## src/rtl/buddy_pkg.sv

```systemverilog
// Shared types for the buddy-box arbiter: ownership FSM states and beeper patterns.
package buddy_pkg;

    typedef enum logic [1:0] {
        MASTER = 2'd0,
        HOLD   = 2'd1,
        SLAVE  = 2'd2
    } state_t;

    typedef enum logic [2:0] {
        PAT_IDLE   = 3'd0,
        PAT_SINGLE = 3'd1,
        PAT_FIRST  = 3'd2,
        PAT_GAP    = 3'd3,
        PAT_SECOND = 3'd4
    } beep_t;

endpackage

```

## src/rtl/stick_centre_det.sv

```systemverilog
// Per-channel stick centre detector with hysteresis; 'centred' is the flag value
// being latched this cycle so the arbiter reacts in the same clock.
module stick_centre_det #(
    parameter int CH_W   = 11,
    parameter int CENTRE = 515,
    parameter int DB_IN  = 15,
    parameter int DB_OUT = 25
) (
    input  logic            clk,
    input  logic            rst_n,
    input  logic [CH_W-1:0] ch_val,
    output logic            centred
);

    localparam logic [CH_W:0] CENTRE_V = (CH_W+1)'(CENTRE);
    localparam logic [CH_W:0] DB_IN_V  = (CH_W+1)'(DB_IN);
    localparam logic [CH_W:0] DB_OUT_V = (CH_W+1)'(DB_OUT);

    logic [CH_W:0] val_s;
    logic [CH_W:0] dist_s;
    logic          centred_r;
    logic          centred_nxt_s;

    // Distance from centre, one bit wider than the channel so it never wraps.
    always_comb begin
        val_s = {1'b0, ch_val};
        if (val_s >= CENTRE_V) begin
            dist_s = val_s - CENTRE_V;
        end else begin
            dist_s = CENTRE_V - val_s;
        end
    end

    // Hysteresis: set inside the inner window, clear outside the outer one.
    always_comb begin
        centred_nxt_s = centred_r;
        if (dist_s <= DB_IN_V) begin
            centred_nxt_s = 1'b1;
        end else if (dist_s > DB_OUT_V) begin
            centred_nxt_s = 1'b0;
        end else begin
            centred_nxt_s = centred_r;
        end
    end

    // Flag register.
    always_ff @(posedge clk or negedge rst_n) begin
        if (!rst_n) begin
            centred_r <= 1'b0;
        end else begin
            centred_r <= centred_nxt_s;
        end
    end

    assign centred = centred_nxt_s;

endmodule

```

## src/rtl/buddy_arbiter.sv

```systemverilog
// Buddy-box arbiter: hands gated channels to the slave radio after the master
// sticks stay centred, with instant master takeover and a status beeper.
// Optional macro BUDDY_SLEW_EN rate-limits gated channels after handover.
module buddy_arbiter
    import buddy_pkg::*;
#(
    parameter int                NUM_CH     = 4,
    parameter int                CH_W       = 11,
    parameter int                CENTRE     = 515,
    parameter int                DB_IN      = 15,
    parameter int                DB_OUT     = 25,
    parameter logic [NUM_CH-1:0] GATE_MASK  = 4'b1011,
    parameter int                TICK_DIV   = 5_000_000,
    parameter int                HOLD_TICKS = 20,
    parameter int                BEEP_TICKS = 2,
    parameter int                SLEW_STEP  = 8
) (
    input  logic                   clk,
    input  logic                   rst_n,
    input  logic [NUM_CH*CH_W-1:0] master_ch,
    input  logic [NUM_CH*CH_W-1:0] slave_ch,
    input  logic                   slave_ok,
    output logic [NUM_CH*CH_W-1:0] ch_out,
    output logic                   slave_active,
    output logic                   buzzer
);

    localparam int PW       = $clog2(TICK_DIV + 1);
    localparam int HW       = $clog2(HOLD_TICKS + 1);
    localparam int BEEP_LEN = BEEP_TICKS * TICK_DIV;
    localparam int BW       = $clog2(BEEP_LEN + 1);

    logic [NUM_CH-1:0]      flag_s;
    logic                   go_s;
    logic [PW-1:0]          presc_r;
    logic                   tick_s;
    state_t                 state_r, state_nxt_s;
    logic [HW-1:0]          hold_cnt_r, hold_cnt_nxt_s;
    beep_t                  pat_r, pat_nxt_s;
    logic [BW-1:0]          beep_cnt_r, beep_cnt_nxt_s;
    logic [NUM_CH*CH_W-1:0] ch_sel_s, ch_nxt_s, ch_out_r;
    logic                   slave_active_r, buzzer_r;

    for (genvar i = 0; i < NUM_CH; i++) begin : g_ch
        stick_centre_det #(
            .CH_W  (CH_W),
            .CENTRE(CENTRE),
            .DB_IN (DB_IN),
            .DB_OUT(DB_OUT)
        ) u_det (
            .clk    (clk),
            .rst_n  (rst_n),
            .ch_val (master_ch[i*CH_W +: CH_W]),
            .centred(flag_s[i])
        );
    end

    assign go_s   = (&(flag_s | ~GATE_MASK)) & slave_ok;
    assign tick_s = (presc_r == PW'(TICK_DIV - 1));

    // Free-running tick prescaler.
    always_ff @(posedge clk or negedge rst_n) begin
        if (!rst_n) begin
            presc_r <= '0;
        end else if (tick_s) begin
            presc_r <= '0;
        end else begin
            presc_r <= presc_r + PW'(1);
        end
    end

    // Ownership FSM next state and hold counter.
    always_comb begin
        state_nxt_s    = state_r;
        hold_cnt_nxt_s = hold_cnt_r;
        case (state_r)
            MASTER: begin
                hold_cnt_nxt_s = '0;
                if (go_s) begin
                    state_nxt_s = HOLD;
                end else begin
                    state_nxt_s = MASTER;
                end
            end
            HOLD: begin
                if (!go_s) begin
                    state_nxt_s    = MASTER;
                    hold_cnt_nxt_s = '0;
                end else if (tick_s) begin
                    if (hold_cnt_r == HW'(HOLD_TICKS - 1)) begin
                        state_nxt_s    = SLAVE;
                        hold_cnt_nxt_s = HW'(HOLD_TICKS);
                    end else begin
                        hold_cnt_nxt_s = hold_cnt_r + HW'(1);
                    end
                end else begin
                    hold_cnt_nxt_s = hold_cnt_r;
                end
            end
            SLAVE: begin
                if (!go_s) begin
                    state_nxt_s    = MASTER;
                    hold_cnt_nxt_s = '0;
                end else begin
                    state_nxt_s = SLAVE;
                end
            end
            default: begin
                state_nxt_s    = MASTER;
                hold_cnt_nxt_s = '0;
            end
        endcase
    end

    // Beep sequencer; a new event always restarts from the first beep.
    always_comb begin
        pat_nxt_s      = pat_r;
        beep_cnt_nxt_s = beep_cnt_r;
        if (state_r != SLAVE && state_nxt_s == SLAVE) begin
            pat_nxt_s      = PAT_SINGLE;
            beep_cnt_nxt_s = '0;
        end else if (state_r == SLAVE && state_nxt_s != SLAVE) begin
            pat_nxt_s      = PAT_FIRST;
            beep_cnt_nxt_s = '0;
        end else if (pat_r == PAT_IDLE) begin
            beep_cnt_nxt_s = '0;
        end else if (beep_cnt_r == BW'(BEEP_LEN - 1)) begin
            beep_cnt_nxt_s = '0;
            case (pat_r)
                PAT_FIRST: pat_nxt_s = PAT_GAP;
                PAT_GAP:   pat_nxt_s = PAT_SECOND;
                default:   pat_nxt_s = PAT_IDLE;
            endcase
        end else begin
            beep_cnt_nxt_s = beep_cnt_r + BW'(1);
        end
    end

    // Source selection from the state being entered, giving one-clock latency.
    always_comb begin
        ch_sel_s = master_ch;
        for (int i = 0; i < NUM_CH; i++) begin
            if (state_nxt_s == SLAVE && GATE_MASK[i]) begin
                ch_sel_s[i*CH_W +: CH_W] = slave_ch[i*CH_W +: CH_W];
            end else begin
                ch_sel_s[i*CH_W +: CH_W] = master_ch[i*CH_W +: CH_W];
            end
        end
    end

`ifdef BUDDY_SLEW_EN
    logic [NUM_CH-1:0] trk_r, trk_nxt_s;

    function automatic logic [CH_W-1:0] slew_to(input logic [CH_W-1:0] cur,
                                                 input logic [CH_W-1:0] src);
        logic [CH_W-1:0] step_v;
        step_v = CH_W'(SLEW_STEP);
        if (src > cur) begin
            return ((src - cur) > step_v) ? (cur + step_v) : src;
        end else begin
            return ((cur - src) > step_v) ? (cur - step_v) : src;
        end
    endfunction

    // Gated channels ramp toward the slave after handover; master always bypasses.
    always_comb begin
        ch_nxt_s  = ch_sel_s;
        trk_nxt_s = trk_r;
        for (int i = 0; i < NUM_CH; i++) begin
            if (state_nxt_s != SLAVE || !GATE_MASK[i]) begin
                trk_nxt_s[i] = 1'b1;
            end else if (state_r != SLAVE) begin
                trk_nxt_s[i]             = 1'b0;
                ch_nxt_s[i*CH_W +: CH_W] = ch_out_r[i*CH_W +: CH_W];
            end else if (trk_r[i] || ch_out_r[i*CH_W +: CH_W] == ch_sel_s[i*CH_W +: CH_W]) begin
                trk_nxt_s[i] = 1'b1;
            end else if (tick_s) begin
                ch_nxt_s[i*CH_W +: CH_W] = slew_to(ch_out_r[i*CH_W +: CH_W],
                                                   ch_sel_s[i*CH_W +: CH_W]);
            end else begin
                ch_nxt_s[i*CH_W +: CH_W] = ch_out_r[i*CH_W +: CH_W];
            end
        end
    end

    // Slew tracking flags.
    always_ff @(posedge clk or negedge rst_n) begin
        if (!rst_n) begin
            trk_r <= '1;
        end else begin
            trk_r <= trk_nxt_s;
        end
    end
`else
    assign ch_nxt_s = ch_sel_s;
`endif

    // State, counters and registered outputs.
    always_ff @(posedge clk or negedge rst_n) begin
        if (!rst_n) begin
            state_r        <= MASTER;
            hold_cnt_r     <= '0;
            pat_r          <= PAT_IDLE;
            beep_cnt_r     <= '0;
            ch_out_r       <= {NUM_CH{CH_W'(CENTRE)}};
            slave_active_r <= 1'b0;
            buzzer_r       <= 1'b0;
        end else begin
            state_r        <= state_nxt_s;
            hold_cnt_r     <= hold_cnt_nxt_s;
            pat_r          <= pat_nxt_s;
            beep_cnt_r     <= beep_cnt_nxt_s;
            ch_out_r       <= ch_nxt_s;
            slave_active_r <= (state_nxt_s == SLAVE);
            buzzer_r       <= (pat_nxt_s == PAT_SINGLE) || (pat_nxt_s == PAT_FIRST) ||
                              (pat_nxt_s == PAT_SECOND);
        end
    end

    assign ch_out       = ch_out_r;
    assign slave_active = slave_active_r;
    assign buzzer       = buzzer_r;

endmodule

```

## config.mk

```make
export PLATFORM = sky130hd
export DESIGN_NAME = buddy_arbiter
export DESIGN_NICKNAME = d
export VERILOG_FILES = /design/src/rtl/buddy_pkg.sv /design/src/rtl/stick_centre_det.sv /design/src/rtl/buddy_arbiter.sv
export SDC_FILE = /design/constraint.sdc
export NUM_CORES = 1
export LEC_CHECK = 0
export ABC_AREA = 1
export BUFFER_PORTS_ARGS = -buffer_cell sky130_fd_sc_hd__buf_2
export CELL_PAD_IN_SITES_DETAIL_PLACEMENT = 0
export CELL_PAD_IN_SITES_GLOBAL_PLACEMENT = 1
export CORE_MARGIN = 2
export CORE_UTILIZATION = 35
export CTS_CLUSTER_SIZE = 30
export DETAILED_ROUTE_END_ITERATION = 8
export PLACE_DENSITY_LB_ADDON = 0.1
export REMOVE_ABC_BUFFERS = 1
export SETUP_SLACK_MARGIN = 0.15
export SLEW_MARGIN = 30
export SYNTH_ARGS = -nofsm -noshare
export SYNTH_HDL_FRONTEND = slang
export SYNTH_HIERARCHICAL = 1
export SYNTH_SLANG_ARGS = --single-unit
```

## constraint.sdc

```tcl
create_clock -name clk -period 4.8 [get_ports clk]
set_clock_uncertainty 0.1 [all_clocks]
set_input_delay 1.2 -clock clk [delete_from_list [all_inputs] [get_ports clk]]
set_output_delay 1.2 -clock clk [all_outputs]
set_load 0.01 [all_outputs]
```

==> impl_metrics.ini, run 1 <==
[worst_setup_path]
start_kind = input pin
cp_common_cell = nand2_1
slowest_stage = ha_1
path_cells = buf_2, inv_1, ha_1, nand2_1, nand2_1, nand2_2, nand2_4, nand2_1, o21ai_2, nand3_1, nor2_1, nand2_1, nor2_2, nand4_1, inv_1, nand2_1, inv_1, nand4_1, nand3_2, buf_4, nor3b_1
max_stage_delay_ns = 0.30
r2r-end = beep_cnt_r[4]
required_ns = 4.94
worstPathArrival_ns = 4.13
end_kind = flop
crit_buf_inv = 5
path_class = in2reg
r2r_setup_slack_ns = 2.50
r2r-start = g_ch[0].u_det/centred_r
crit_family = simple AND/OR/NAND/NOR gates
cp_max_fo = 11
worst-r2r-cell-count = 14

[die]
fp.dieH_um = 144
io_pins = 137
die_area_mm2 = 0.0208
rows = 51
core_area_mm2 = 0.0194
die_w_um = 144
start_util_pct = 35.4

[timing]
setup_viol = 0
fin_setup_tns_ns = 0
maxSlewHeadroom_pct = 41.1
rsz0062_at_grt = false
hold_viol_final = 0
timing.final.ws_setup_ns = 0.813
period_minus_slack_ns = 3.99
min_period_over_period_pct = 83.1
slew_viol_final = 0
tightest_slew_ns = 0.876
fmax_mhz = 251

[global_routing]
grt_pass1_wl_um = 30900
grtUsageMet3_pct = 5.13
grt_remaining_overflow = 0
gr-usage-met2_pct = 30.9
grt_start_max_net_pins = 53
globalRoute.busiestLayer = met2
grt_pass1_vias = 6076
gr-usage-all-layers_pct = 18.9
grtUsageMet1_pct = 25.7
antenna_found_initial = 2

[cts]
cts_tree = built
cts.sinks = 106
cts_resized = 0
htreeDepth = 3
clk_pin_slew_worst_paths_ns = 0.07
clock_latency_ns = 0.35
root_buffer = clkbuf_16
cts_max_path_buffers = 2
hold_buffers = 0
postCtsSetupBuffers = 0
cts_buffers = 9

[route]
first_pass_iters = 7
wire_per_inst_um = 14.1
drt_iter0_drc = 271
drt-total-wl_um = 18500
vias = 6128
remaining_drc_errors = 0
vias_per_cell = 4.68
ant_nets = 0

[synthesis]
avgSynthCellArea_um2 = 7.54
synth-seq-cells = 106
mappedNetlistArea_mm2 = 0.00688
ys.warnings.count = 6
synth.distinct_cells = 34
postSynthCellCount = 912
ys_seq_area_share_pct = 38.8

[flow_run]
max_cap_violations = 0

[placement]
place_ws_ns = 0.361
dp.cells = 1294
dpl.hpwl_um = 14200
place.port_buffers = 125
gp_congestion = 0.812

[outcome]
outcome = finished clean

[finish]
layout_common_cells = nand2_1 (229), buf_2 (124), nor2_1 (113)
fin_nets = 1146
finalNonFillerCells = 1309
antenna_cells = 0
final_common_cell = nand2_1
drive_gt1_share_pct = 22.7
area_growth_pct = 16.9
fillCellCount = 2083

[power]
irDropWorstVdd_uv = 148
power_density_mw_per_mm2 = 243
leakagePower_nw = 4.05

[hold_path]
worstHoldStart = beep_cnt_r[0]
min_to = beep_cnt_r[0]
hp-class = reg2reg
whs_path_depth = 1
## state kept, by name (all words and copies together), names as in the netlist
register,count
hold_cnt_r,5
ch_out,44
pat_r,3
g_ch.u_det/centred_r,3
beep_cnt_r,24
state_r,2
presc_r,23
buzzer,1
slave_active,1
## final cells by class
type / count / area, um2 / area share, %
multi-input combinational: 689 / 3650 / 45.4
sequential: 106 / 2670 / 33.2
timing repair buffer: 133 / 701 / 8.71
inverter: 101 / 379 / 4.72
tap: 265 / 332 / 4.12
clock buffer: 10 / 229 / 2.85
clock inverter: 5 / 78.8 / 0.980
## worst max path at each step
stage	depth (start not counted)	start	end
after global routing	21	master_ch[13]	beep_cnt_r[2]
after detailed placement	21	master_ch[13]	beep_cnt_r[4]
after global placement	21	master_ch[13]	beep_cnt_r[4]
after CTS	21	master_ch[13]	beep_cnt_r[4]
after floorplan	17	master_ch[35]	ch_out[10]
final	21	master_ch[13]	beep_cnt_r[4]
## power breakdown
group,switching (W),leakage (nW),internal (W),total (W)
Clock,0.000339,0.153,0.000455,0.000794
Sequential,0.00000600,1.33,0.000916,0.000922
Combinational,0.000151,2.57,0.0000893,0.000240
## worst reg2reg max path, delay by kind of cell, from the launching register on
family / cells / cell delay (ns)
simple gates: 10 / 1.19
buf+inv: 4 / 0.53
flops: 1 / 0.38
## synth_stat cells
library cell,instances,area share [%]
nor2_2,17,1.5
nor2_4,8,1.3
dfrtp_1,94,34
o221ai_1,1,0.13
o21a_1,3,0.33
nand4_1,30,2.7
and3_1,1,0.091
nor3b_1,1,0.11
inv_1,94,5.1
inv_2,7,0.38
buf_4,2,0.22
nor4_1,6,0.55
o21ai_0,18,1.3
o21ai_2,4,0.51
nand2_1,229,12
buf_8,6,1.3
ha_1,15,2.7
nor3_1,19,1.4
o21ai_1,12,0.87
nor3_4,1,0.24
nand2_4,13,2.1
xnor2_1,13,1.7
dfstp_2,12,4.6
buf_2,3,0.22
nand2_2,11,1.0
nor3_2,3,0.44
nand4_2,1,0.18
buf_6,5,0.82
xor2_1,34,4.3
nand3_2,13,1.9
o41ai_1,1,0.13
nand3_1,108,7.9
nor2_1,113,6.2
a21oi_1,14,1.0
## metrics by stage
step | hold WS, ns | area [um2] | power (W) | util (%)
after floorplan | 0.325 | 6700 | 0.00107 | -
after global placement | 0.352 | 7730 | 0.00118 | 39.9
after detailed placement | 0.353 | 7730 | 0.00118 | 39.9
after CTS | 0.370 | 8040 | 0.00200 | 41.4
after global routing | 0.402 | 8040 | 0.00207 | 41.4
final | 0.364 | 8040 | 0.00196 | 41.4
## per-layer routing
| layer | part of all wire [%] | routed length (um) |
|---|---|---|
| met4 | 0.70 | 130 |
| met2 | 46 | 8580 |
| met5 | 0.15 | 27 |
| met3 | 4.6 | 858 |
| met1 | 48 | 8900 |
## cell families after synthesis
family	after synthesis	share of synthesized area, %
AOI/OAI and AO/OA	53	4.29
DFF	106	38.8
xor gates and xnor gates	47	5.99
adders and majority gates	15	2.73
buffers and inverters	117	8.08
and+or+nand+nor	574	40.1
(Power assumes the default switching activity.)
==> run 2, diff against run 1 <==
clock period = 3.5 ns   (was 4.8 ns; I/O delays follow)
==> run 2 against run 1 <==
Net effect: non-clock buffer count is 64 higher; critical path type unchanged; largest cell class unchanged; design area increased by 8.3%; die area did not move.
==> impl_metrics.ini, run 2 (same netlist as run 1, synthesis figures left out) <==
[worst_setup_path]
path_cells = buf_2, inv_1, ha_1, nand2_1, nand2_1, nand2_4, buf_4, nand3_1, nand2_2, nand2_1, nand3_1, nor2_1, nand2_1, nor2_2, nand4_1, inv_1, nand2_2, inv_2, nand4_1, nand3_4, buf_12, nor3_1
slowest_stage = nand4_1
cp_common_cell = nand2_1
crit_family = simple AND/OR/NAND/NOR gates
max_stage_delay_ns = 0.21
worstPathArrival_ns = 3.26
end_kind = flop
required_ns = 3.64
path_class = in2reg
cp_max_fo = 12
crit_buf_inv = 6
start_kind = input pin

[placement]
dp.cells = 1355
gp_congestion = 0.822
dpl.hpwl_um = 14900
place.port_buffers = 125

[cts]
cts_max_path_buffers = 2
hold_buffers = 0
clk_pin_slew_worst_paths_ns = 0.07
clock_latency_ns = 0.36
root_buffer = clkbuf_16
htreeDepth = 3
cts_buffers = 9
cts_tree = built
cts.sinks = 106

[timing]
rsz0062_at_grt = false
setup_viol = 0
hold_viol_final = 0
maxSlewHeadroom_pct = 47.7
min_period_over_period_pct = 89.3
period_minus_slack_ns = 3.12
fmax_mhz = 320
slew_viol_final = 0
tightest_slew_ns = 0.777
fin_setup_tns_ns = 0

[die]
core_area_mm2 = 0.0194
die_w_um = 144
start_util_pct = 35.4
io_pins = 137
die_area_mm2 = 0.0208
rows = 51
fp.dieH_um = 144

[finish]
multi_input_area_mm2 = 0.00378
layout_common_cells = nand2_1 (225), buf_2 (124), nor2_1 (110)
finalNonFillerCells = 1376
area_growth_pct = 26.6
regArea_mm2 = 0.00267
fin_nets = 1211
final_common_cell = nand2_1
fillCellCount = 2081
largest_reg_flops = 44
drive_gt1_share_pct = 28.6
fin_util_pct = 44.9

[route]
remaining_drc_errors = 0
vias_per_cell = 4.65
vias = 6396
ant_nets = 0
drt_iter0_drc = 253
drt-total-wl_um = 19300
first_pass_iters = 5
wire_per_inst_um = 14.0

[power]
leakagePower_nw = 4.38
combinationalPowerShare_pct = 14.2
clkPwrFrac_pct = 39.0
p_seq_share_pct = 46.8
irDropWorstVdd_uv = 202
power_density_mw_per_mm2 = 310
p_total_w = 0.00270
p_int_w = 0.00199
p_sw_share_pct = 26.2
power_switching_w = 0.000709

[hold_path]
hp-class = reg2reg

[global_routing]
antenna_found_initial = 1
grt_remaining_overflow = 0
grt_pass1_wl_um = 31500
gr-usage-all-layers_pct = 19.3
grt_start_max_net_pins = 44
grt_pass1_vias = 6366

[flow_run]
max_cap_violations = 0

[outcome]
outcome = finished clean
==> run 2: final timing paths <==
kind                                          from              to  slack (ns)  depth (start not counted)
min                                  beep_cnt_r[0]   beep_cnt_r[0]        0.35                          1
max reg2reg                g_ch[3].u_det/centred_r  beep_cnt_r[20]        1.37                         14
max in group asynchronous                    rst_n     presc_r[18]        2.15                          2
min in group asynchronous                    rst_n      presc_r[1]        0.40                          1
max                                  master_ch[13]  beep_cnt_r[20]        0.38                         22
min reg2reg                          beep_cnt_r[0]   beep_cnt_r[0]        0.35                          1
==> run 2: power by group through the flow <==
stage               clock network [W]  logic, W  registers [W]
finish                        0.00105  0.000384        0.00126
global route                  0.00114  0.000434        0.00127
CTS                           0.00109  0.000378        0.00126
detailed placement                  0  0.000377        0.00129
global placement                    0  0.000377        0.00129
floorplan                           0  0.000159        0.00130
==> run 2: stage by stage <==
step                hold WS [ns]  instance area (um2)  setup WS [ns]
floorplan                  0.325                 6700         -0.408
global placement           0.343                 8230         -0.184
detailed placement         0.349                 8230         -0.201
CTS                        0.359                 8530          0.187
global route               0.369                 8700          0.132
finish                     0.352                 8710          0.375
==> run 2: layout make-up <==
cell class	count	share of cell area, %
antenna	1	0.0287
clock inverter	4	0.589
sequential	106	30.6
tap	265	3.81
multi-input combinational	690	43.4
timing repair buffer	197	14.3
inverter	101	4.38
clock buffer	12	2.83
==> run 2: repair_timing <==
| action | in CTS | in global routing |
|---|---|---|
| buffers inserted | 0 | 1 |
| setup endpoints to repair | 0 | 68 |
| resized for setup | 0 | 30 |
==> run 2: per-layer routing <==
layer / GRT usage (%) / share of wire [%] / wire length [um]
met4: 4.65 / 1.1 / 221
met1: 25.8 / 48 / 9230
met3: 4.11 / 4.5 / 875
met5: 0 / 0 / 0
met2: 32.2 / 46 / 8950
==> run 3, diff against run 2 <==
SYNTH_HIERARCHICAL = default   (was 1)
==> run 3 against run 2 <==
Net effect: sequential cell count did not move; power fell by 3.8%; utilization is 1.6 points lower; die area fell by 2.7%; register-to-register slack got worse by 0.62 ns; worst hold slack improved by 0.019 ns; count of clock-buffer cells in the layout fell by 1; routed wire length is 16% lower; clock power is 4% lower; critical path type unchanged.
==> impl_metrics.ini, run 3 <==
[worst_setup_path]
required_ns = 3.65
max_stage_delay_ns = 0.22
cp_common_cell = nand2_1
cp_max_fo = 10
slowest_stage = ha_1
worstPathArrival_ns = 3.18
path_cells = buf_2, inv_1, ha_1, nand2_1, nand2_2, o21ai_2, nand2_2, nand2_1, nand2_1, inv_1, nand2_1, nor2_1, nand4_2, nor2_2, nand2_2, a21oi_4, buf_12, buf_6, nand2_1, o21ai_0, inv_1
crit_buf_inv = 6
crit_family = simple AND/OR/NAND/NOR gates
crit_cells = 21
end_kind = flop
start_kind = input pin
r2r-start = presc_r[0]
crit_path_start = master_ch[35]
worst-r2r-cell-count = 15
path_class = in2reg

[cts]
cts_max_path_buffers = 2
htreeDepth = 3
root_buffer = clkbuf_16
cts_tree = built
clk_pin_slew_worst_paths_ns = 0.08
cts.sinks = 106
clock_latency_ns = 0.36
cts_buffers = 9

[timing]
min_period_over_period_pct = 86.8
hold-worst-slack_ns = 0.370
setup_viol = 0
period_minus_slack_ns = 3.04
fmax_mhz = 329
rsz0062_at_grt = false
hold_viol_final = 0
maxSlewHeadroom_pct = 57.5
tightest_slew_ns = 0.638
slew_viol_final = 0

[finish]
largest_reg_flops = 44
area_growth_pct = 21.3
layout_common_cells = nand2_1 (216), inv_1 (189), buf_2 (124)
fin_nets = 1187
fin_util_pct = 43.3
final_common_cell = nand2_1
drive_gt1_share_pct = 21.6
fillCellCount = 1974
finalNonFillerCells = 1322

[placement]
place.port_buffers = 125
gp_congestion = 0.798
dpl.hpwl_um = 12200
dp.cells = 1301

[power]
p_int_w = 0.00189
power_density_mw_per_mm2 = 321
leakagePower_nw = 4.22
clkPwrFrac_pct = 38.7
irDropWorstVdd_uv = 197
combinationalPowerShare_pct = 12.7
power_switching_w = 0.000707
p_seq_share_pct = 48.6
p_sw_share_pct = 27.2

[flow_run]
max_cap_violations = 0

[global_routing]
grt_remaining_overflow = 0
antenna_found_initial = 2
grt_start_max_net_pins = 62
grt_pass1_vias = 5747
grt_pass1_wl_um = 27100
gr-usage-all-layers_pct = 16.5

[synthesis]
ys_seq_area_share_pct = 39.9
yosysMostFrequentCell = nand2_1
avgSynthCellArea_um2 = 7.21
synth_top_area_share_pct = 35.2
synth_edf_count = 0
synth.distinct_cells = 44
ys.flop_type = dfrtp_1
mappedNetlistArea_mm2 = 0.00668
synth_top_area_cell = dfrtp_1
synthArstFlopShare_pct = 100
postSynthCellCount = 927
synth-seq-cells = 106
ys.warnings.count = 0
yosys-top-cells-area = dfrtp_1 (35%), nand2_1 (12%), inv_1 (11%), nor2_1 (5.6%), dfstp_2 (4.7%)
ys_top_cells_by_count = nand2_1 (217), inv_1 (189), nor2_1 (99)

[hold_path]
whs_path_depth = 1
worstHoldStart = beep_cnt_r[0]
hp-class = reg2reg

[die]
core_area_mm2 = 0.0187
io_pins = 137
die_area_mm2 = 0.0202
die_w_um = 142
rows = 50
start_util_pct = 35.7
fp.dieH_um = 142

[route]
ant_nets = 0
vias_per_cell = 4.51
top_layer = met4
wire_per_inst_um = 12.2
remaining_drc_errors = 0
first_pass_iters = 4
dr_wl_met2_um = 7570
met1_length_um = 7630
route.met3.wl_um = 705
drt-total-wl_um = 16100
vias = 5959
drt_iter0_drc = 179

[outcome]
outcome = finished clean
[run 3: cell types whose count changed after synthesis, sizes merged, moves of 11 or more]
| cell | change |
|---|---|
| a21oi | +11 |
| inv | +92 |
| nand2 | -25 |
| nand3 | -61 |
| nor2 | -28 |
| o21ai | +31 |
[run 3: repair_timing]
item,in CTS,in global routing
endpoints found under the setup margin,0,11
setup buffers,0,1
hold endpoints to repair,0,0
resized for setup,0,5
hold buffers,0,0
[run 3: power by group through the flow]
stage | sequential, W | clock, W | combinational, W
2_1_floorplan | 0.00130 | 0 | 0.000153
3_3_place_gp | 0.00129 | 0 | 0.000339
3_5_place_dp | 0.00129 | 0 | 0.000337
4_1_cts | 0.00126 | 0.00107 | 0.000338
6_report | 0.00126 | 0.00101 | 0.000330
5_1_grt | 0.00127 | 0.00110 | 0.000382
[run 3: routing by layer]
metal	global-route usage [%]	vias to the layer above
li1	-	3194
met5	0	-
met2	27.2	98
met4	4.79	0
met3	4.07	16
met1	21.5	2651
[run 3: worst paths after layout]
kind | to | slack (ns)
setup / recovery | ch_out[10] | 0.46
hold / removal | beep_cnt_r[0] | 0.37
setup reg to reg | presc_r[22] | 0.75
hold reg to reg | beep_cnt_r[0] | 0.37
max in group asynchronous | ch_out[23] | 2.11
min in group asynchronous | ch_out[38] | 0.42
[run 3: stage by stage]
step / setup TNS (ns) / setup slack [ns] / area [um2] / total power, W
final: 0 / 0.462 / 8100 / 0.00260
after global routing: 0 / 0.148 / 8100 / 0.00275
after CTS: 0 / 0.415 / 8020 / 0.00267
after detailed placement: 0 / 0.0312 / 7730 / 0.00162
after global placement: 0 / 0.0564 / 7730 / 0.00162
after floorplan: -20.97 / -0.690 / 6570 / 0.00146
[run 3: cells by family after synthesis]
logic type	after synthesis	synth area share, %
xor gates and xnor gates	33	4.32
adders and majority gates	15	2.81
buffers and inverters	204	12.5
AOI/OAI and AO/OA	99	8.59
and+or+nand+nor	469	31.7
muxes	1	0.150
DFF	106	39.9
[run 3: cell type report]
type	count	area, um2	share of cell area, %
Inverter	193	724	8.94
Sequential cell	106	2670	32.9
Clock inverter	5	37.5	0.463
Antenna cell	2	5.00	0.0618
Clock buffer	11	243	3.00
Multi-Input combinational cell	617	3190	39.4
Timing Repair Buffer	154	938	11.6
Tap cell	234	293	3.61
